[src/rtl/count_enable_gen_if.sv]
// Button/auto-tick control bundle between the enable generator and whoever drives it.
interface count_enable_gen_if;
  logic btn_in;
  logic auto;
  logic clr;
  logic en;
  logic btn_level;
  logic busy;
  logic coll;

  modport master (output btn_in, auto, clr, input en, btn_level, busy, coll);
  modport slave  (input btn_in, auto, clr, output en, btn_level, busy, coll);
endinterface

[src/rtl/count_enable_gen.sv]
// Count-enable source: debounced button presses OR'd with a free-running prescaler tick.
module count_enable_gen #(
  parameter int DEB_CYCLES = 4,
  parameter int DIV        = 8
) (
  input  logic              clk,
  input  logic              rstn,
  count_enable_gen_if.slave bus
);
  localparam int DW = $clog2(DEB_CYCLES < 2 ? 2 : DEB_CYCLES);
  localparam int VW = $clog2(DIV < 2 ? 2 : DIV);
  localparam logic [DW-1:0] DEB_LAST = DW'(DEB_CYCLES - 1);
  localparam logic [VW-1:0] DIV_LAST = VW'(DIV - 1);

  typedef enum logic [1:0] {IDLE, PRESS_CHK, PRESSED, RELEASE_CHK} state_t;

  state_t          state, state_n;
  logic [1:0]      sync;
  logic            btn_s;
  logic [DW-1:0]   deb_cnt, deb_cnt_n;
  logic [VW-1:0]   div_cnt, div_cnt_n;
  logic            press, tick;
  logic            en_q, lvl_q, busy_q, coll_q;

  assign btn_s = sync[1];

  always_comb begin
    state_n   = state;
    deb_cnt_n = deb_cnt;
    press     = 1'b0;
    case (state)
      IDLE:
        if (btn_s) begin
          state_n   = PRESS_CHK;
          deb_cnt_n = '0;
        end
      PRESS_CHK:
        if (!btn_s) state_n = IDLE;
        else if (deb_cnt == DEB_LAST) begin
          state_n = PRESSED;
          press   = 1'b1;
        end else deb_cnt_n = deb_cnt + DW'(1);
      PRESSED:
        if (!btn_s) begin
          state_n   = RELEASE_CHK;
          deb_cnt_n = '0;
        end
      RELEASE_CHK:
        if (btn_s) state_n = PRESSED;
        else if (deb_cnt == DEB_LAST) state_n = IDLE;
        else deb_cnt_n = deb_cnt + DW'(1);
      default: state_n = IDLE;
    endcase
  end

  // Dropping auto parks the prescaler at 0 so re-enable always waits a full period.
  always_comb begin
    tick = bus.auto && (div_cnt == DIV_LAST);
    if (!bus.auto || tick) div_cnt_n = '0;
    else                   div_cnt_n = div_cnt + VW'(1);
  end

  // Level/busy decode the next state so they line up with the en pulse edge.
  always_ff @(posedge clk or negedge rstn) begin
    if (!rstn) begin
      sync    <= '0;
      state   <= IDLE;
      deb_cnt <= '0;
      div_cnt <= '0;
      en_q    <= 1'b0;
      lvl_q   <= 1'b0;
      busy_q  <= 1'b0;
      coll_q  <= 1'b0;
    end else begin
      sync    <= {sync[0], bus.btn_in};
      state   <= state_n;
      deb_cnt <= deb_cnt_n;
      div_cnt <= div_cnt_n;
      en_q    <= press | tick;
      lvl_q   <= (state_n == PRESSED) || (state_n == RELEASE_CHK);
      busy_q  <= (state_n == PRESS_CHK) || (state_n == RELEASE_CHK);
      coll_q  <= (press & tick) | (coll_q & ~bus.clr);
    end
  end

  assign bus.en        = en_q;
  assign bus.btn_level = lvl_q;
  assign bus.busy      = busy_q;
  assign bus.coll      = coll_q;
endmodule
[src/flat_wrapper.sv]
// flat-port wrapper written by rule: the top's interface ports become plain ports
module count_enable_gen_flat 
#(
  parameter int DEB_CYCLES = 4,
  parameter int DIV        = 8
)
  (clk, rstn, bus_btn_in, bus_auto, bus_clr, bus_en, bus_btn_level, bus_busy, bus_coll);
  count_enable_gen_if bus_i ();
  input  logic clk;
  input  logic rstn;
  input wire logic [$bits(bus_i.btn_in)-1:0] bus_btn_in;
  input wire logic [$bits(bus_i.auto)-1:0] bus_auto;
  input wire logic [$bits(bus_i.clr)-1:0] bus_clr;
  output wire logic [$bits(bus_i.en)-1:0] bus_en;
  output wire logic [$bits(bus_i.btn_level)-1:0] bus_btn_level;
  output wire logic [$bits(bus_i.busy)-1:0] bus_busy;
  output wire logic [$bits(bus_i.coll)-1:0] bus_coll;
  assign bus_i.btn_in = bus_btn_in;
  assign bus_i.auto = bus_auto;
  assign bus_i.clr = bus_clr;
  assign bus_en = bus_i.en;
  assign bus_btn_level = bus_i.btn_level;
  assign bus_busy = bus_i.busy;
  assign bus_coll = bus_i.coll;
  count_enable_gen #(.DEB_CYCLES(DEB_CYCLES), .DIV(DIV)) u_core (.clk(clk), .rstn(rstn), .bus(bus_i));
endmodule
[config.mk]
export PLATFORM = sky130hd
export DESIGN_NAME = count_enable_gen_flat
export DESIGN_NICKNAME = d
export VERILOG_FILES = /design/src/rtl/count_enable_gen_if.sv /design/src/rtl/count_enable_gen.sv /design/src/flat_wrapper.sv
export SDC_FILE = /design/constraint.sdc
export NUM_CORES = 1
export LEC_CHECK = 0
export BUFFER_PORTS_ARGS = -buffer_cell sky130_fd_sc_hd__clkbuf_2
export CORE_UTILIZATION = 25
export DETAILED_ROUTE_END_ITERATION = 8
export GPL_ROUTABILITY_DRIVEN = 0
export PLACE_DENSITY = 0.53
export SYNTH_ARGS = -nofsm -noshare
export SYNTH_HDL_FRONTEND = slang
export SYNTH_SLANG_ARGS = --single-unit
[constraint.sdc]
create_clock -name clk -period 3.3 [get_ports clk]
set_clock_uncertainty 0.05 [all_clocks]
set_input_delay 0.495 -clock clk [delete_from_list [all_inputs] [get_ports clk]]
set_output_delay 0.495 -clock clk [all_outputs]
set_load 0.01 [all_outputs]
After elaboration in Yosys (flattened, before gate mapping)
Index checks and enable logic that the tools add are counted.
{ "totals": {"reg_bits": 13, "output_inout_bits": 4, "in_bits": 5, "wordCells": 51} }
{ "classes": {"addsub": 2, "mux": 17, "n_reduce_logical": 7, "n_eq_ne": 12, "bitwise": 5} }
{ "op_table": {"columns": ["op", "n"], "rows": [
  ["two-way mux 2 bit", 11],
  ["case mux 2 bit (4 select lines)", 2],
  ["== test 2 bit (second input constant)", 5],
  ["== test 2 x 1 -> 1 bit (second input constant)", 2],
  ["inequality test 2 x 1 -> 1 bit (second input constant)", 2],
  ["inequality test 2 bit (second input constant)", 2],
  ["AND reduction 4 bit", 1],
  ["adder 3 x 1 -> 3 bit (second input constant)", 1],
  ["== test 3 bit (second input constant)", 1],
  ["logical OR 1 bit", 3],
  ["two-way mux 1 bit", 3],
  ["two-way mux 3 bit", 1],
  ["adder 2 x 1 -> 2 bit (second input constant)", 1],
  ["bitwise AND 1 bit", 2],
  ["logical NOT 2 bit", 1],
  ["OR 1 bit", 2],
  ["logical AND 1 bit", 1],
  ["logical NOT 1 bit", 1],
  ["inverter 1 bit", 1]
]} }

Depth between registers and ports, before layout
{ "depth": {"depth_word": 6, "ltp_mapped": 4, "ltp_nobuf": 4} }

Least setup slack after synthesis
Ideal clock, no wire load.
{ "synth_timing": {"path_kind": "register to register", "from": "reg u_core.deb_cnt[0]", "to": "reg u_core.deb_cnt[0]", "arrival_time_ns": 1.120, "setup_ns": 0.128, "synth_period_minus_slack_ns": 1.297, "t_required_ns": 3.122, "slack_ns": 2.003, "path_buffers": 0, "path_stages_with_launch": 4, "cell_sequence": "dfrtp_1 > ha_1 > a21oi_2 > mux2_1"} }
{ "synth_between": {"elab_chain_len": 4, "elab_cells_between_ends": 6, "cone_classes": "add/sub: 1; eq/ne: 1; mux: 4"} }
{ "synth_lines": {"columns": ["item", "line", "source"], "rows": [
  ["from (decl)", "count_enable_gen.sv:20", "logic [DW-1:0] deb_cnt, deb_cnt_n;"],
  ["from (signal assigned)", "count_enable_gen.sv:77", "deb_cnt <= deb_cnt_n;"],
  ["adder 2 x 1 -> 2 bit or == test 2 bit (tied branches)", null, null],
  ["two-way mux 2 bit (*)", "count_enable_gen.sv:39, count_enable_gen.sv:50", null],
  ["two-way mux 2 bit, on equally long branches", "count_enable_gen.sv:49, count_enable_gen.sv:38", null],
  ["case mux 2 bit (4 select lines) (*)", "count_enable_gen.sv:31", "case (state)"]
]} }
Mark *: on every way between the ends. The rest lies on a longest branch, timed or not. The select of a mux whose other input is x is not followed.
A chain may end at the register's enable or synchronous reset.

Worst setup path in the final report
{ "layout_timing": {"from": "reg u_core.lvl_q (netlist: u_core.bus.btn_level)", "to": "out bus_btn_level"} }
{ "layout_lines": {"columns": ["item", "line", "source"], "rows": [
  ["from (decl)", "count_enable_gen.sv:23", "logic en_q, lvl_q, busy_q, coll_q;"],
  ["from (signal assigned)", "count_enable_gen.sv:80", "lvl_q <= (state_n == PRESSED) || (state_n == RELEASE_CHK);"],
  ["to (decl)", "flat_wrapper.sv:15", "output wire logic [$bits(bus_i.btn_level)-1:0] bus_btn_level;"]
]} }
No word-level cell between the ends.

==> PnR_summary.wiki <==
{| class="wikitable"
! Metric !! Value
|-
| Vias in the first global route || 259
|-
| Initial standard-cell utilization of the core || 0.267
|-
| Final net count || 54
|-
| Overall power consumption || 0.000380 W
|-
| Transition time at the pin with the least slew margin || 290 ps
|-
| Fin crit period || 1360 ps
|-
| Number of setup violations in the final report || 0
|-
| Final HPWL from detailed placement || 451 um
|-
| Routed via count divided by cell count || 3.96
|-
| Clock Sinks || 12
|-
| Worst IR drop on VDD || 0.341 mV
|-
| Global router's overall resource usage || 0.0808
|-
| Clock buffer count from CTS || 3
|-
| Chip Width || 45.0 um
|-
| Final design instance area without fill || 556 um2
|-
| Y dimension of the die || 45.0 um
|-
| Tightest Hold Check Type || input port to asynchronous set/reset pin
|-
| Cell at the slowest stage of the critical path || dfrtp_1
|-
| Number of cells produced by synthesis || 33
|-
| Slowest stage delay, CP || 410 ps
|-
| Number of max-cap violations || 0
|-
| Cells along the critical path || clkbuf_2
|-
| Max-slew violation count || 0
|-
| Fraction of layout instances using a drive strength above 1 || 0.273
|-
| Layout overhead on the synthesized area || 20.3%
|-
| Highest achievable clock rate || 735 MHz
|-
| WP data required || 2750 ps
|-
| Path type of the worst setup path || flop to output port
|-
| Leakage component of the power || 0.281 nW
|-
| Number of warnings printed during yosys synthesis || 0
|-
| Core region area || 0.00173 mm2
|-
| Yosys reg bits || 12
|-
| Number of antenna violations at the first check in global routing || 0
|-
| Count of inserted antenna diode cells || 0
|-
| Minimum setup slack among reg-to-reg paths || 1940 ps
|-
| Worst path top cell family by delay || flip-flops
|-
| Number of distinct library cell variants in the gate-level netlist after synthesis || 14
|-
| Clock tree from TritonCTS || yes
|-
| Total wire length || 608 um
|-
| Boundary Pins || 9
|-
| CP Capture Type || output port
|-
| Data arrival, critical path || 820 ps
|-
| Post-placement cell area || 533 um2
|-
| Post-CTS Setup Repair Bufs || 0
|-
| Worst skew pair latency || 260 ps
|-
| Type of origin of the critical path || flop
|-
| Buffers from clock root to sink, at most || 2
|-
| Overflow left after global routing || 0
|-
| Total buffers and inverters traversed by the critical path || 1
|-
| Number of placement rows || 15
|-
| Pin count of the biggest net entering global routing || 13
|-
| Detailed-route via count || 273
|-
| First-pass iteration count of the detailed router || 2
|-
| Headroom to the max-slew limit || 0.807
|-
| Status || complete, no violations
|-
| Total of hold buffers inserted after clock tree synthesis || 0
|-
| Clock-pin slew on the worst setup and hold paths || 70 ps
|-
| Net count of the mapped netlist || 41
|-
| Buffers on Ports || 8
|-
| Deepest level of the CTS H-tree || 1
|-
| Biggest fanout along the worst timing path || 4
|-
| Wirelength per Cell || 8.81 um
|-
| Cell chosen for the clock root || clkbuf_4
|-
| Period Utilization, post-route || 0.412
|-
| Count of antenna-violating nets left after detailed routing || 0
|-
| First-pass GRT wire length || 1.05 mm
|-
| Number of hold-slack violations in the final timing report || 0
|-
| CTS resizes || 0
|-
| Avg Synthesized Cell Area || 14.0 um2
|-
| Remaining routing DRC violations || 0
|-
| Synthesized cell area || 462 um2
|-
| Initial DRC count || 3
|-
| Setup Total Neg Slack || 0 ps
|-
| PD cells || 685 mW/mm2
|-
| Sequential element share of the synthesized area || 0.650
|-
| Die ar. || 0.00202 mm2
|-
| RSZ-0062 raised after global routing || no
|}
==> power breakdown <==
part / total, W / switching (W) / internal, W / leakage [nW]
clock network: 0.0000849 / 0.0000428 / 0.0000422 / 0.0138
registers: 0.000206 / 0.0000251 / 0.000181 / 0.152
logic: 0.0000898 / 0.0000427 / 0.0000472 / 0.115
total: 0.000380 / 0.000111 / 0.000270 / 0.281
==> per-layer routing <==
layer	global-route usage	vias to the layer above	part of all wire
met5	0	-	0
met4	0.0545	0	0.023
met3	0.0600	2	0.077
met2	0.113	9	0.40
met1	0.0840	125	0.50
li1	-	137	-
==> per-stage QoR <==
stage	utilization	hold slack, ps	setup WS, ps	cells
finish	0.322	46.8	1940	69
CTS	0.322	51.1	1920	69
detailed placement	0.309	289	1940	66
global route	0.322	66.9	1880	69
floorplan	-	149	2000	33
global placement	0.309	291	1960	66
==> cell families (layout without fill, tap and decap cells) <==
logic type	Yosys count	after routing	synth area share
AOI/OAI and AO/OA	3	3	0.0434
muxes	3	3	0.0705
buffers and inverters	2	13	0.0163
and+or+nand+nor	9	9	0.119
DFF	12	12	0.650
xor gates and xnor gates	1	1	0.0190
adders and majority gates	3	3	0.0813
==> cell usage after synthesis, drive strengths merged <==
master  instances  area (um2)
xnor2           1        8.76
dfrtp          12         300
nor2b           1        6.26
and3b           2        17.5
nor3b           1        7.51
o22ai           1        6.26
nand2           4        15.0
a21oi           2        13.8
ha              3        37.5
mux2i           1        10.0
nand4b          1        8.76
mux2            2        22.5
inv             2        7.51
==> flip-flops by register name, summed over array words and instances, names as in the netlist <==
signal / count
u_core.bus.btn_level: 1
u_core.bus.busy: 1
u_core.bus.coll: 1
u_core.bus.en: 1
u_core.deb_cnt: 2
u_core.div_cnt: 3
u_core.state: 1
u_core.sync: 2
==> final cells by class <==
cell class | instances | area, um2
Fill cell | 187 | 1170
Sequential cell | 12 | 300
Multi-Input combinational cell | 19 | 154
Timing Repair Buffer | 8 | 40.0
Tap cell | 25 | 31.3
Clock buffer | 3 | 22.5
Inverter | 2 | 7.51
==> worst paths after layout <==
check	from	to	cells past startpoint
min in group clk	bus_btn_in	u_core.sync[0]	1
hold / removal	rstn	u_core.bus.coll	1
setup / recovery	u_core.bus.btn_level	bus_btn_level	1
max in group asynchronous	rstn	u_core.deb_cnt[0]	1
hold reg to reg	u_core.sync[0]	u_core.sync[1]	0
setup reg to reg	u_core.deb_cnt[0]	u_core.deb_cnt[0]	3
==> placed cells by master, fill, tap and decap left out <==
cell type,instances
mux2_1,2
inv_1,2
clkbuf_4,3
dfrtp_1,12
mux2i_1,1
nand2_1,4
clkbuf_2,8
nand4b_1,1
ha_1,3
and3b_1,2
o22ai_1,1
nor3b_1,1
a21oi_2,1
xnor2_1,1
a21oi_1,1
nor2b_1,1
(Power assumes the default switching activity.)
